<file path="config.mk">
export PLATFORM = sky130hd
export DESIGN_NAME = trdb_reg_bank
export DESIGN_NICKNAME = d
export VERILOG_FILES = /design/src/rtl/trdb_reg_bank.sv
export SDC_FILE = /design/constraint.sdc
export NUM_CORES = 1
export LEC_CHECK = 0
export CAP_MARGIN = 10
export CELL_PAD_IN_SITES_DETAIL_PLACEMENT = 0
export CELL_PAD_IN_SITES_GLOBAL_PLACEMENT = 2
export CORE_MARGIN = 8
export CORE_UTILIZATION = 30
export CTS_CLUSTER_DIAMETER = 50
export CTS_CLUSTER_SIZE = 10
export DETAILED_ROUTE_END_ITERATION = 7
export GPL_ROUTABILITY_DRIVEN = 1
export GPL_TIMING_DRIVEN = 0
export MAX_ROUTING_LAYER = met4
export PLACE_DENSITY_LB_ADDON = 0.1
export SYNTH_ARGS = -nofsm -noshare
export SYNTH_HDL_FRONTEND = slang
export SYNTH_SLANG_ARGS = --single-unit
</file>
<file path="constraint.sdc">
create_clock -name clk_i -period 1.9 [get_ports clk_i]
set_input_delay 0.285 -clock clk_i [delete_from_list [all_inputs] [get_ports clk_i]]
set_output_delay 0.285 -clock clk_i [all_outputs]
set_load 0.02 [all_outputs]
</file>
<file path="src/rtl/trdb_reg_bank.sv">
`timescale 1ns/1ps
// trdb_reg_bank: configuration/status register bank for the trace debugger.
// Serves per_* requests with a two-state IDLE/RESP handshake, drives the
// tracer control fields and collects overflow/busy/packet-count status.
// Optional feature macro: TRDB_REG_PKT_CNT_EN (implements the PKT_CNT register).
module trdb_reg_bank #(
    parameter int APB_ADDR_WIDTH = 12
) (
    input  logic                      clk_i,
    input  logic                      rst_ni,
    input  logic                      per_valid_i,
    input  logic                      per_we_i,
    input  logic [APB_ADDR_WIDTH-1:0] per_addr_i,
    input  logic [31:0]               per_wdata_i,
    output logic [31:0]               per_rdata_o,
    output logic                      per_ready_o,
    output logic                      trace_enable_o,
    output logic                      trace_clear_o,
    output logic                      filter_en_o,
    output logic                      filter_inv_o,
    output logic [31:0]               filter_lo_o,
    output logic [31:0]               filter_hi_o,
    input  logic                      overflow_i,
    input  logic                      busy_i,
    input  logic                      pkt_i
);

    localparam logic [31:0] ID_VALUE    = 32'h7D4B_0001;
    localparam logic [2:0]  IDX_CTRL    = 3'd0;
    localparam logic [2:0]  IDX_STATUS  = 3'd1;
    localparam logic [2:0]  IDX_LO      = 3'd2;
    localparam logic [2:0]  IDX_HI      = 3'd3;
    localparam logic [2:0]  IDX_PKT_CNT = 3'd4;
    localparam logic [2:0]  IDX_ID      = 3'd5;

    typedef enum logic {IDLE, RESP} state_t;

    state_t      state;
    logic        hit;
    logic [2:0]  idx;
    logic        accept;
    logic        wr_hit;
    logic        ctrl_wr;
    logic        clear;
    logic        status_w1c;
    logic        overflow;
    logic [31:0] pkt_cnt_view;
    logic [31:0] rdata_next;
    logic        unused_addr;

    // Only word offsets 0x00-0x1C decode; any higher address bit set is a miss.
    assign hit         = (per_addr_i >> 5) == '0;
    assign idx         = per_addr_i[4:2];
    assign unused_addr = ^per_addr_i[1:0];

    assign accept     = (state == IDLE) && per_valid_i;
    assign wr_hit     = accept && per_we_i && hit;
    assign ctrl_wr    = wr_hit && (idx == IDX_CTRL);
    assign clear      = ctrl_wr && per_wdata_i[1];
    assign status_w1c = wr_hit && (idx == IDX_STATUS) && per_wdata_i[0];

`ifdef TRDB_REG_PKT_CNT_EN
    logic [31:0] pkt_cnt;

    // Packet counter: clear beats a software write, which beats an increment; saturates at all-ones.
    always_ff @(posedge clk_i or negedge rst_ni) begin
        if (!rst_ni) begin
            pkt_cnt <= '0;
        end else if (clear) begin
            pkt_cnt <= '0;
        end else if (wr_hit && (idx == IDX_PKT_CNT)) begin
            pkt_cnt <= per_wdata_i;
        end else if (pkt_i && trace_enable_o && (pkt_cnt != '1)) begin
            pkt_cnt <= pkt_cnt + 32'd1;
        end
    end

    assign pkt_cnt_view = pkt_cnt;
`else
    logic unused_pkt;

    assign pkt_cnt_view = '0;
    assign unused_pkt   = pkt_i;
`endif

    // Read view of the register map; misses and reserved slots read zero.
    always_comb begin
        rdata_next = '0;
        if (hit) begin
            case (idx)
                IDX_CTRL:    rdata_next = {28'd0, filter_inv_o, filter_en_o, 1'b0, trace_enable_o};
                IDX_STATUS:  rdata_next = {30'd0, busy_i, overflow};
                IDX_LO:      rdata_next = filter_lo_o;
                IDX_HI:      rdata_next = filter_hi_o;
                IDX_PKT_CNT: rdata_next = pkt_cnt_view;
                IDX_ID:      rdata_next = ID_VALUE;
                default:     rdata_next = '0;
            endcase
        end
    end

    // Handshake FSM: accept in IDLE, answer with a single ready pulse in RESP.
    always_ff @(posedge clk_i or negedge rst_ni) begin
        if (!rst_ni) begin
            state       <= IDLE;
            per_ready_o <= 1'b0;
            per_rdata_o <= '0;
        end else begin
            case (state)
                IDLE: begin
                    per_ready_o <= 1'b0;
                    if (per_valid_i) begin
                        state       <= RESP;
                        per_ready_o <= 1'b1;
                        if (!per_we_i) begin
                            per_rdata_o <= rdata_next;
                        end
                    end
                end
                RESP: begin
                    state       <= IDLE;
                    per_ready_o <= 1'b0;
                end
                default: begin
                    state       <= IDLE;
                    per_ready_o <= 1'b0;
                end
            endcase
        end
    end

    // Control fields and filter window; the clear bit only produces a one-cycle pulse.
    always_ff @(posedge clk_i or negedge rst_ni) begin
        if (!rst_ni) begin
            trace_enable_o <= 1'b0;
            trace_clear_o  <= 1'b0;
            filter_en_o    <= 1'b0;
            filter_inv_o   <= 1'b0;
            filter_lo_o    <= 32'h0000_0000;
            filter_hi_o    <= 32'hFFFF_FFFF;
        end else begin
            trace_clear_o <= clear;
            if (ctrl_wr) begin
                trace_enable_o <= per_wdata_i[0];
                filter_en_o    <= per_wdata_i[2];
                filter_inv_o   <= per_wdata_i[3];
            end
            if (wr_hit && (idx == IDX_LO)) begin
                filter_lo_o <= per_wdata_i;
            end
            if (wr_hit && (idx == IDX_HI)) begin
                filter_hi_o <= per_wdata_i;
            end
        end
    end

    // Sticky overflow: a new event always wins over W1C or a clear on the same edge.
    always_ff @(posedge clk_i or negedge rst_ni) begin
        if (!rst_ni) begin
            overflow <= 1'b0;
        end else if (overflow_i) begin
            overflow <= 1'b1;
        end else if (status_w1c || clear) begin
            overflow <= 1'b0;
        end
    end

endmodule

</file>
======== Word-level counts from Yosys, hierarchy flattened ========
Index checks and enable logic that the tools add are counted.
operators by class
  muxes and demuxes ....................... 6
  bitwise operators ....................... 2
  reduce and logical (&&, ||, !) cells .... 14
  equality and inequality tests ........... 4
operators by type and width
  cell                                                             number
  32-bit one-hot mux with 5 select lines                           1
  32-bit 2-to-1 mux                                                1
  12-bit logical NOT                                               1
  1-bit logical AND                                                9
  3-bit by 2-bit == test with 1-bit output, second input constant  2
  3-bit by 1-bit == test with 1-bit output, second input constant  1
  3-bit == test, second input constant                             1
  3-bit logical NOT                                                1
  1-bit 2-to-1 mux                                                 3
  3-bit AND reduction                                              1
  1-bit inverter                                                   2
  1-bit one-hot mux with 2 select lines                            1
  2-bit nonzero test                                               1
  1-bit logical OR                                                 1
storage, ports and cells
  logic and storage cells ................. 35
  bits in registers ....................... 102
  input bits .............................. 51

======== Logic depth before layout (Yosys ltp) ========
Gate-level depths: netlist (run 1).
  depth in word-level cells ............... 9
  depth in mapped cells ................... 5

======== Worst setup path after synthesis (run 1) ========
No wires, ideal clock.
  path kind ............................... input-to-reg
  start ................................... in per_addr_i[7]
  end ..................................... reg filter_lo_o[10]
  arrival ................................. 1.799 ns
  stages .................................. 4
  required time ........................... 1.775 ns
  buffers on the path ..................... 1
  setup time .............................. 0.125 ns
  path slack .............................. -0.024 ns
  path through ............................ or4_4 nor4_4 buf_6 mux2_4
on the way
  word-level cells in the longest chain between the ends .. 3
RTL lines
  item                  line  source
  from (decl)           13    input logic [APB_ADDR_WIDTH-1:0] per_addr_i,
  12-bit logical NOT    52    assign hit = (per_addr_i >> 5) == '0;
  1-bit logical AND     57    assign wr_hit = accept && per_we_i && hit;
  1-bit logical AND     148   if (wr_hit && (idx == IDX_LO)) begin
  to (signal assigned)  149   filter_lo_o <= per_wdata_i;
  to (decl)             21    output logic [31:0] filter_lo_o,
No other way between the ends.
A chain may end at the register's enable or synchronous reset.

======== Worst setup path after layout (run 1) ========
  start ................................... reg state
  end ..................................... reg filter_lo_o[12]
on the way
  word-level cells in the longest chain between the ends .. 5
RTL lines
  item                             line  source
  from (decl)                      38    state_t state;
  from (signal assigned)           105   state <= IDLE;
  from (signal assigned)           113   state <= RESP;
  from (signal assigned)           121   state <= IDLE;
  1-bit inverter (no source line)  -
  1-bit logical AND                56    assign accept = (state == IDLE) && per_valid_i;
  1-bit logical AND (2 in a row)   57
  1-bit logical AND                148
No other way between the ends.

==> qor.csv, run 1 <==
metric;value;unit
status;finished clean;
io_pins;152;
yosys.area_share.simple;7.135;%
slowest_stage;dfrtp_1;
finalSetupViolCount;0;
synth-xor-area-share;0;%
p_leak;2.967;nW
syn-num-nets;379;
seq_area_frac_synth;56.00;%
post-route-period-util;98.34;%
synth_compound_area_share;5.514;%
setup_tns;0;ns
dieArea;19660;um^2
design_area;6990;um^2
routed-wl-met2;6685;um
cts_tree;built;
drtAntennaViolNets;0;
p_total;4.638;mW
yosys-top-cells-area;dfrtp_1, mux2_4, dfstp_2;
clockRootBuffer;clkbuf_16;
grt_max_degree;64;
period_needed;1.868;ns
crit_path_max_fanout;5;
yosysTopAreaCell;dfrtp_1;
routed-via-count;3260;
p_per_area;663.5;nW/um^2
clkTransAtPathRegs;0.07;ns
fin_skew;0.009386;ns
drive_gt1_share;32.94;%
vias_per_cell;4.670;
cts_max_level;3;
r2r-start;state;
synth_area;4629;um^2
maxCapViolCount;0;
postSynthAreaPerCell;14.11;um^2
final_nets;556;
wl_per_cell;20.20;um
slew_headroom;61.14;%
clockBufferDepth;2;
worst_pin_slew;0.5829;ns
drt_iter0_drc;87;
min_path_type;input port to register;
grt_use_total;14.86;%
numClockSinks;102;
critPathLaunchType;register;
numCtsBuffers;9;
wl_met3;828;um
worst_ir_drop_vdd;0.3967;mV
die_w;140.2;um
antenna_found_initial;0;
grt_pass1_vias;3624;
placementRows;45;
first_pass_iters;4;
hold_violations;0;
overflow;0;
startpoint;state;
yosys.area.top_type_share;37.84;%
start_util;30.57;%
r2r-end;filter_lo_o[12];
cp-end-kind;register;
fin_util;46.15;%
dpl_cell_area;6371;um^2
reg2reg_slack;0.03;ns
muxShareOfSynthArea;28.68;%
synth_top_family_by_area;multiplexers;
worstRegToRegCells;5;
critPathKind;register to register;
clk_latency;0.35;ns
wl_met1;6489;um
drv_slew;0;
core_region_area;15150;um^2
ys_types;32;
place.gp.congestion;0.7284;
yosys.area_share.adder;0;%
area.growth.synth_to_final;51.00;%
rsz0062_at_grt;yes;
fmax;535.2;MHz
antennaDiodeCount;0;
cp_data_required_time;2.13;ns
syn_inst;328;
crit_path_max_incr_delay;0.43;ns
hpwl;9851;um
synth_seq_cells;102;
wl;14100;um
die_y;140.2;um
io_buffers;148;
cp.arrival;2.10;ns
drc;0;
synth_warnings;0;
cp-endpoint;filter_lo_o[12];
cp_cell_sequence;nand3b_1 > nor4_4 > buf_6 > clkbuf_16 > mux2_4;
grt_pass1_wl;21560;um
top_layer_used;met4;
synth_stat cells:
cell,count
nand3b_1,2
buf_6,6
inv_1,1
o21ai_0,32
clkbuf_1,9
nor4_4,2
or4_4,1
nor3b_1,1
nor3_1,2
a21oi_1,11
a221oi_1,1
or3b_2,2
nor4_1,2
o2111ai_1,1
mux2_2,21
and2_1,1
and3b_1,1
or3_1,2
buf_1,1
dfrtp_1,70
a22oi_1,3
nor2b_1,3
nand2_1,32
nand4_1,2
or2_2,1
nor4_2,1
mux2_4,60
mux2i_1,19
dfstp_2,32
nor2_1,2
nor4b_1,1
buf_2,3
how the worst min path moves through the flow:
| stage | from | end | depth (start not counted) | slack [ns] |
|---|---|---|---|---|
| after floorplan | rst_ni | filter_en_o | 0 | -0.01 |
| after global placement | per_rdata_o[1] | per_rdata_o[1] | 2 | 0.46 |
| after detailed placement | rst_ni | per_rdata_o[14] | 1 | 0.31 |
| after CTS | rst_ni | per_rdata_o[12] | 2 | 0.48 |
| after global routing | per_addr_i[7] | per_rdata_o[3] | 4 | 0.45 |
| final | per_addr_i[7] | per_rdata_o[3] | 4 | 0.41 |
flip-flops by register name (all words and copies together) (netlist names):
name,flops
filter_en_o,1
filter_hi_o,32
per_rdata_o,32
trace_clear_o,1
state,1
overflow,1
filter_inv_o,1
filter_lo_o,32
trace_enable_o,1
per-stage QoR:
step / hold WS, ns / instances / setup WS (ns)
after CTS: 0.4805 / 693 / -0.03938
after detailed placement: 0.3116 / 665 / -0.9091
final: 0.4088 / 698 / 0.03155
after floorplan: -0.01059 / 328 / 0.01840
after global routing: 0.4483 / 698 / -0.06197
after global placement: 0.4621 / 664 / -3.444
critical path, delay by kind of cell (launching register included):
family | cells | cell delay [ns]
flip-flops | 1 | 0.43
AND/OR/NAND/NOR | 2 | 0.66
multiplexers | 1 | 0.29
buffers and inverters | 2 | 0.37
placed cells by master, fill, tap and decap left out, drive strengths merged:
| cell | instances |
|---|---|
| dlymetal6s2s | 3 |
| bufinv | 2 |
| nor3 | 2 |
| o21ai | 32 |
| dfstp | 32 |
| nor4 | 5 |
| and2 | 1 |
| or4 | 1 |
| dlygate4sd3 | 1 |
| a21oi | 11 |
| nor4b | 1 |
| clkbuf | 23 |
| and3b | 1 |
| nand3b | 2 |
| or3b | 2 |
| dfrtp | 70 |
| a22oi | 3 |
| mux2i | 19 |
| o2111ai | 1 |
| a221oi | 1 |
| nand2 | 32 |
| clkdlybuf4s50 | 140 |
| buf | 26 |
| or2 | 1 |
| clkinvlp | 1 |
| nor2 | 2 |
| dlygate4sd2 | 4 |
| nor2b | 3 |
| mux2 | 81 |
| or3 | 2 |
| inv | 2 |
| nor3b | 1 |
| nand4 | 2 |
routing by layer:
metal | vias to the layer above | track usage, %
met5 | - | -
met4 | 0 | 3.086
met3 | 6 | 4.485
met2 | 93 | 23.49
met1 | 1629 | 18.48
li1 | 1532 | -
power breakdown:
part | switching, mW | internal, mW
combinational | 0.166 | 0.158
clock | 0.849 | 1.27
sequential | 0.00941 | 2.19
total | 1.03 | 3.61
logic make-up after synthesis:
| kind of cell | Yosys count |
|---|---|
| DFF | 102 |
| muxes | 100 |
| and+or+nand+nor | 58 |
| AOI/OAI and AO/OA | 48 |
| buffers and inverters | 20 |
what timing repair did:
item	in CTS	in global routing
endpoints found under the setup margin	94	71
resized for setup	15	21
hold buffers	1	0
pin swaps	5	4
endpoints found under the hold margin	28	0
setup buffers	10	4
cloned	1	2
cell type report:
class                   count  area (um^2)
flip-flops and latches    102         2592
repair buffers            167         1725
inverters                   1        3.754
clock buffers              12        266.5
clock inverters             4        76.32
fillers                  1410         8155
well taps                 188        235.2
plain buffers              18        157.7
multi-input cells         206         1933
No activity file was read; power rests on OpenSTA's default activity.
==> run 2: changes to the inputs <==
--- a/config.mk
+++ b/config.mk
@@ -8,7 +8,7 @@
 export CAP_MARGIN = 10
 export CELL_PAD_IN_SITES_DETAIL_PLACEMENT = 0
 export CELL_PAD_IN_SITES_GLOBAL_PLACEMENT = 2
-export CORE_MARGIN = 8
+export CORE_MARGIN = 2
 export CORE_UTILIZATION = 30
 export CTS_CLUSTER_DIAMETER = 50
 export CTS_CLUSTER_SIZE = 10
==> run 2 against run 1 <==
Via count is 0.74% lower. Maximum frequency is 0.14% lower. Register-to-register slack hardly changed. Routed wire length is 6.2% lower. Non-clock buffer count is 1 higher. Sequential cell count stayed put. Critical path type unchanged. Critical endpoint is now filter_lo_o[10].
==> qor.csv, run 2 (synthesis gave the netlist of run 1 again) <==
metric;value;unit
start_util;30.57;%
hp-start;per_addr_i[11];
crit_path_max_incr_delay;0.39;ns
fin_util;45.67;%
wl;13230;um
worstRegToRegCells;7;
critPathKind;register to register;
p_total;4.414;mW
whs_endpoint;per_rdata_o[16];
drt_iter0_drc;130;
place.gp.congestion;0.7357;
final_nets;557;
io_buffers;148;
reg.largest.list;filter_hi_o x32, filter_lo_o x32, per_rdata_o x32;
reg2reg_slack;0.03;ns
fin_skew;0.007238;ns
fmax;534.5;MHz
cts_tree;built;
clockRootBuffer;clkbuf_16;
hold_violations;0;
numCtsBuffers;9;
post-route-period-util;98.48;%
area.growth.synth_to_final;49.41;%
dieArea;16440;um^2
antenna_found_initial;0;
finalSetupViolCount;0;
slowest_stage;dfrtp_1;
min_path_type;input port to register;
status;finished clean;
switching_share;23.59;%
grt_use_total;17.27;%
intPower;3.372;mW
maxCapViolCount;0;
numClockSinks;102;
overflow;0;
power.share.clock;42.9;%
drv_slew;0;
period_needed;1.871;ns
first_pass_iters;4;
fillers;1395;
cp_cell_sequence;nand3b_1 > buf_6 > nor4_4 > buf_6 > buf_12 > buf_12 > mux2_4;
p_seq_share;49.7;%
die_y;128.2;um
wl_per_cell;18.92;um
r2r-end;filter_lo_o[10];
combPwrFrac;7.3;%
hpwl;9172;um
clk_latency;0.35;ns
slew_headroom;62.35;%
io_pins;152;
crit_path_max_fanout;5;
drive_gt1_share;34.05;%
design_area;6917;um^2
grt_pass1_wl;20600;um
worst_ir_drop_vdd;0.4483;mV
startpoint;state;
grt_pass1_vias;3668;
layout_commonest_cell;clkdlybuf4s50_1;
worst_pin_slew;0.5596;ns
cp_data_required_time;2.13;ns
core_region_area;15150;um^2
p_leak;2.941;nW
r2r-start;state;
cp.buffers_inverters;4;
placementRows;45;
rsz0062_at_grt;yes;
regArea;2592;um^2
clockBufferDepth;2;
most-common-layout-cells;clkdlybuf4s50_1, dfrtp_1, mux2_4;
grt_max_degree;68;
antennaDiodeCount;0;
clkTransAtPathRegs;0.07;ns
cpLargestDelayFamily;buffers and inverters;
holdPathStages;4;
vias_per_cell;4.629;
timing.final.ws_setup;0.02892;ns
multi_input_area;1929;um^2
routed-via-count;3236;
cp-end-kind;register;
cp.arrival;2.10;ns
dpl_cell_area;6371;um^2
drtAntennaViolNets;0;
p_sw;1.041;mW
critPathLaunchType;register;
die_w;128.2;um
drc;0;
p_per_area;638.1;nW/um^2
cts_max_level;3;
dp_slack;-0.8530;ns
[run 2: per-layer routing]
layer | vias up | track usage [%] | wire [um]
met5 | - | - | 0
met4 | 0 | 7.111 | 296
met3 | 16 | 2.880 | 617
met2 | 95 | 26.44 | 6083
met1 | 1601 | 22.80 | 6228
li1 | 1524 | - | -
[run 2: worst max-delay path by stage]
stage / to / cells after the start
after floorplan: filter_hi_o[10] / 4
after global placement: filter_lo_o[30] / 1
after detailed placement: per_rdata_o[14] / 6
after CTS: filter_lo_o[14] / 7
after global routing: filter_lo_o[7] / 7
final: filter_lo_o[10] / 7
[run 2: cell type report]
class,count,area share (%)
Clock inverter,7,1.049
Multi-Input combinational cell,206,27.89
Tap cell,188,3.401
Inverter,1,0.05427
Buffer,18,2.008
Timing Repair Buffer,168,24.86
Sequential cell,102,37.48
Clock buffer,9,3.256
[run 2: power groups by stage]
stage	Combinational (mW)	Sequential, mW	Clock, mW
floorplan	0.0865	2.25	0
global placement	0.311	2.23	0
detailed placement	0.319	2.24	0
CTS	0.328	2.19	1.96
global route	0.353	2.20	2.06
finish	0.324	2.19	1.90
[run 2: stage by stage]
stage	instances	TNS (ns)	hold slack [ns]
6_report	699	0	0.3548
5_1_grt	699	-0.2655	0.4066
4_1_cts	699	-0.002297	0.3484
3_5_place_dp	665	-66.81	0.2855
3_3_place_gp	664	-380.91	0.4605
2_1_floorplan	328	0	-0.01059
[run 2: worst reg2reg max path, delay by kind of cell, from the launching register on]
family        cells  cell delay (ns)
buf+inv           4             0.58
simple gates      2             0.50
flops             1             0.39
mux               1             0.29
[run 2: timing repair]
action / CTS / global route
pin swaps: 5 / 1
endpoints found under the setup margin: 96 / 91
resized for setup: 36 / 12
hold buffers: 1 / 0
buffers inserted: 14 / 2
cloned: 3 / 0
endpoints found under the hold margin: 25 / 0
==> run 3: changes to the inputs <==
--- a/config.mk
+++ b/config.mk
@@ -5,11 +5,12 @@
 export SDC_FILE = /design/constraint.sdc
 export NUM_CORES = 1
 export LEC_CHECK = 0
+export ABC_AREA = 1
 export CAP_MARGIN = 10
 export CELL_PAD_IN_SITES_DETAIL_PLACEMENT = 0
 export CELL_PAD_IN_SITES_GLOBAL_PLACEMENT = 2
 export CORE_MARGIN = 2
-export CORE_UTILIZATION = 30
+export CORE_UTILIZATION = 26
 export CTS_CLUSTER_DIAMETER = 50
 export CTS_CLUSTER_SIZE = 10
 export DETAILED_ROUTE_END_ITERATION = 7
==> run 3 against run 2 <==
Sequential cell count did not move. Setup slack improved by 0.051 ns. Combinational power increased by 6.2%. Synthesized cell count rose by 60%. Utilization shrank 7.1 points. Power is 1.4% higher. Sequential share of layout area increased by 1.8 points.
==> qor.csv, run 3 <==
metric;value;unit
postSynthAreaPerCell;8.566;um^2
clk_latency;0.35;ns
grt_use_met3;2.694;%
fillers;1776;
critPathLaunchType;register;
wl_per_cell;16.50;um
synth_area;4506;um^2
critPathKind;register to primary output;
cpLargestDelayFamily;buffers and inverters;
finalSetupViolCount;0;
area.growth.synth_to_final;46.40;%
grt_use_total;17.41;%
cts_tree;built;
p_leak;3.237;nW
synth_common_cells;nand2_1, dfrtp_1, o21ai_0;
timing.final.ws_setup;0.07952;ns
cp-end-kind;primary output;
reg.largest.list;filter_hi_o x32, filter_lo_o x32, per_rdata_o x32;
async_flop_share;100.0;%
crit_path_max_fanout;2;
clockRootBuffer;clkbuf_16;
antenna_found_initial;0;
maxCapViolCount;0;
layout_commonest_cell;nand2_1;
first_pass_iters;4;
synthFlopType;dfrtp_1;
syn-num-nets;577;
post_cts_buffers;0;
r2r-start;state;
core_region_area;17120;um^2
grt_max_degree;61;
cp.buffers_inverters;1;
use_met1;23.18;%
status;finished clean;
final_nets;737;
yosysTopAreaCell;dfrtp_1;
cp_data_required_time;1.62;ns
io_buffers;147;
grt_pass1_vias;4129;
cp_cell_sequence;clkdlybuf4s50_1;
start_util;26.32;%
hold_violations;0;
io_pins;152;
hpwl;10740;um
drtAntennaViolNets;0;
gr-max-usage-layer;met2;
startpoint;filter_hi_o[30];
yosys-top-cells-area;dfrtp_1, dfstp_2, nand2_1;
place.gp.congestion;0.7808;
worst_ir_drop_vdd;0.4410;mV
drv_slew;0;
min_path_type;input port to register;
synth_seq_cells;102;
die_w;135.6;um
rsz0062_at_grt;no;
dpl_cell_area;6284;um^2
drc;0;
slew_headroom;58.55;%
drive_gt1_share;11.14;%
most-common-layout-cells;nand2_1, clkdlybuf4s50_1, dfrtp_1;
multi_input_area;1528;um^2
fmax;549.3;MHz
ys_types;23;
cts_max_level;3;
regArea;2592;um^2
syn_inst;526;
drt_iter0_drc;219;
clkTransAtPathRegs;0.07;ns
vias_per_cell;4.397;
synth_warnings;0;
worst_pin_slew;0.6218;ns
overflow;0;
antennaDiodeCount;0;
numCtsBuffers;9;
numClockSinks;102;
p_per_area;678.6;nW/um^2
fin_skew;0.007208;ns
slowest_stage;clkdlybuf4s50_1;
period_needed;1.820;ns
wl;15120;um
hp-start;per_addr_i[2];
placementRows;48;
met2_usage;26.96;%
dp_slack;-0.2291;ns
dieArea;18400;um^2
synth_edf_count;0;
yosys.area.top_type_share;38.88;%
grt_pass1_wl;23290;um
die_y;135.6;um
synth_most_common_cell;nand2_1;
post-route-period-util;95.81;%
clockBufferDepth;2;
seq_area_frac_synth;57.54;%
cp.arrival;1.54;ns
crit_path_max_incr_delay;0.66;ns
routed-via-count;4028;
design_area;6596;um^2
run 3: changes by cell type after synthesis, moves of 19 or more:
| cell | delta |
|---|---|
| inv_1 | +53 |
| mux2_2 | -21 |
| mux2_4 | -60 |
| mux2i_1 | -19 |
| nand2_1 | +184 |
| o21ai_0 | +30 |
run 3: layer usage:
metal  part of all wire [%]  wire (um)  vias to the layer above
li1                       -          -                     1991
met1                     47       7038                     1901
met2                     47       7084                      123
met3                    5.0        751                       13
met4                    1.6        241                        0
met5                      0          0                        -
run 3: logic make-up after synthesis:
logic type             Yosys count  share of synthesized area (%)
AOI/OAI and AO/OA               91                          10.83
buffers and inverters           83                          8.553
DFF                            102                          57.54
and+or+nand+nor                250                          23.08
run 3: final timing paths:
path	depth (start not counted)	slack, ns	to
hold reg to reg	2	0.48	per_rdata_o[10]
max in group asynchronous	3	0.63	filter_hi_o[28]
min in group asynchronous	2	0.50	filter_lo_o[9]
hold / removal	4	0.34	trace_clear_o
setup reg to reg	7	0.34	filter_lo_o[27]
setup / recovery	1	0.08	filter_hi_o[30]
run 3: through the flow:
stage          cells  hold slack, ns  TNS, ns  total power [mW]  utilization [%]
3_5_place_dp     899          0.3435   -8.094             2.592            36.71
6_report         916          0.3438        0             4.476            38.54
4_1_cts          916          0.3378        0             4.549            38.54
3_3_place_gp     898          0.4642  -335.72             2.584            36.56
5_1_grt          916          0.3982        0             4.644            38.54
2_1_floorplan    526        -0.01059        0             2.353                -
run 3: layout make-up:
cell class                 count  area share, %
tap                          225          4.268
multi-input combinational    341          23.16
sequential                   102          39.30
inverter                      56          3.187
buffer                        27          2.656
clock buffer                  13          3.945
timing repair buffer         149          22.84
clock inverter                 3         0.6449
run 3: where the power goes:
group          internal (mW)  leakage [nW]  switching [mW]
Combinational          0.153          1.88           0.190
Clock                   1.09         0.146           0.836
Sequential              2.19          1.21         0.00942
run 3: repair_timing:
action | 4_1_cts | 5_1_grt
resized for setup | 0 | 0
hold endpoints to repair | 30 | 0
hold buffers | 1 | 0
run 3: tightest hold or removal path, stage by stage:
cell and delay [ns]:
buf_6 0.11, nor3_1 0.09, nand4_1 0.12, inv_1 0.04
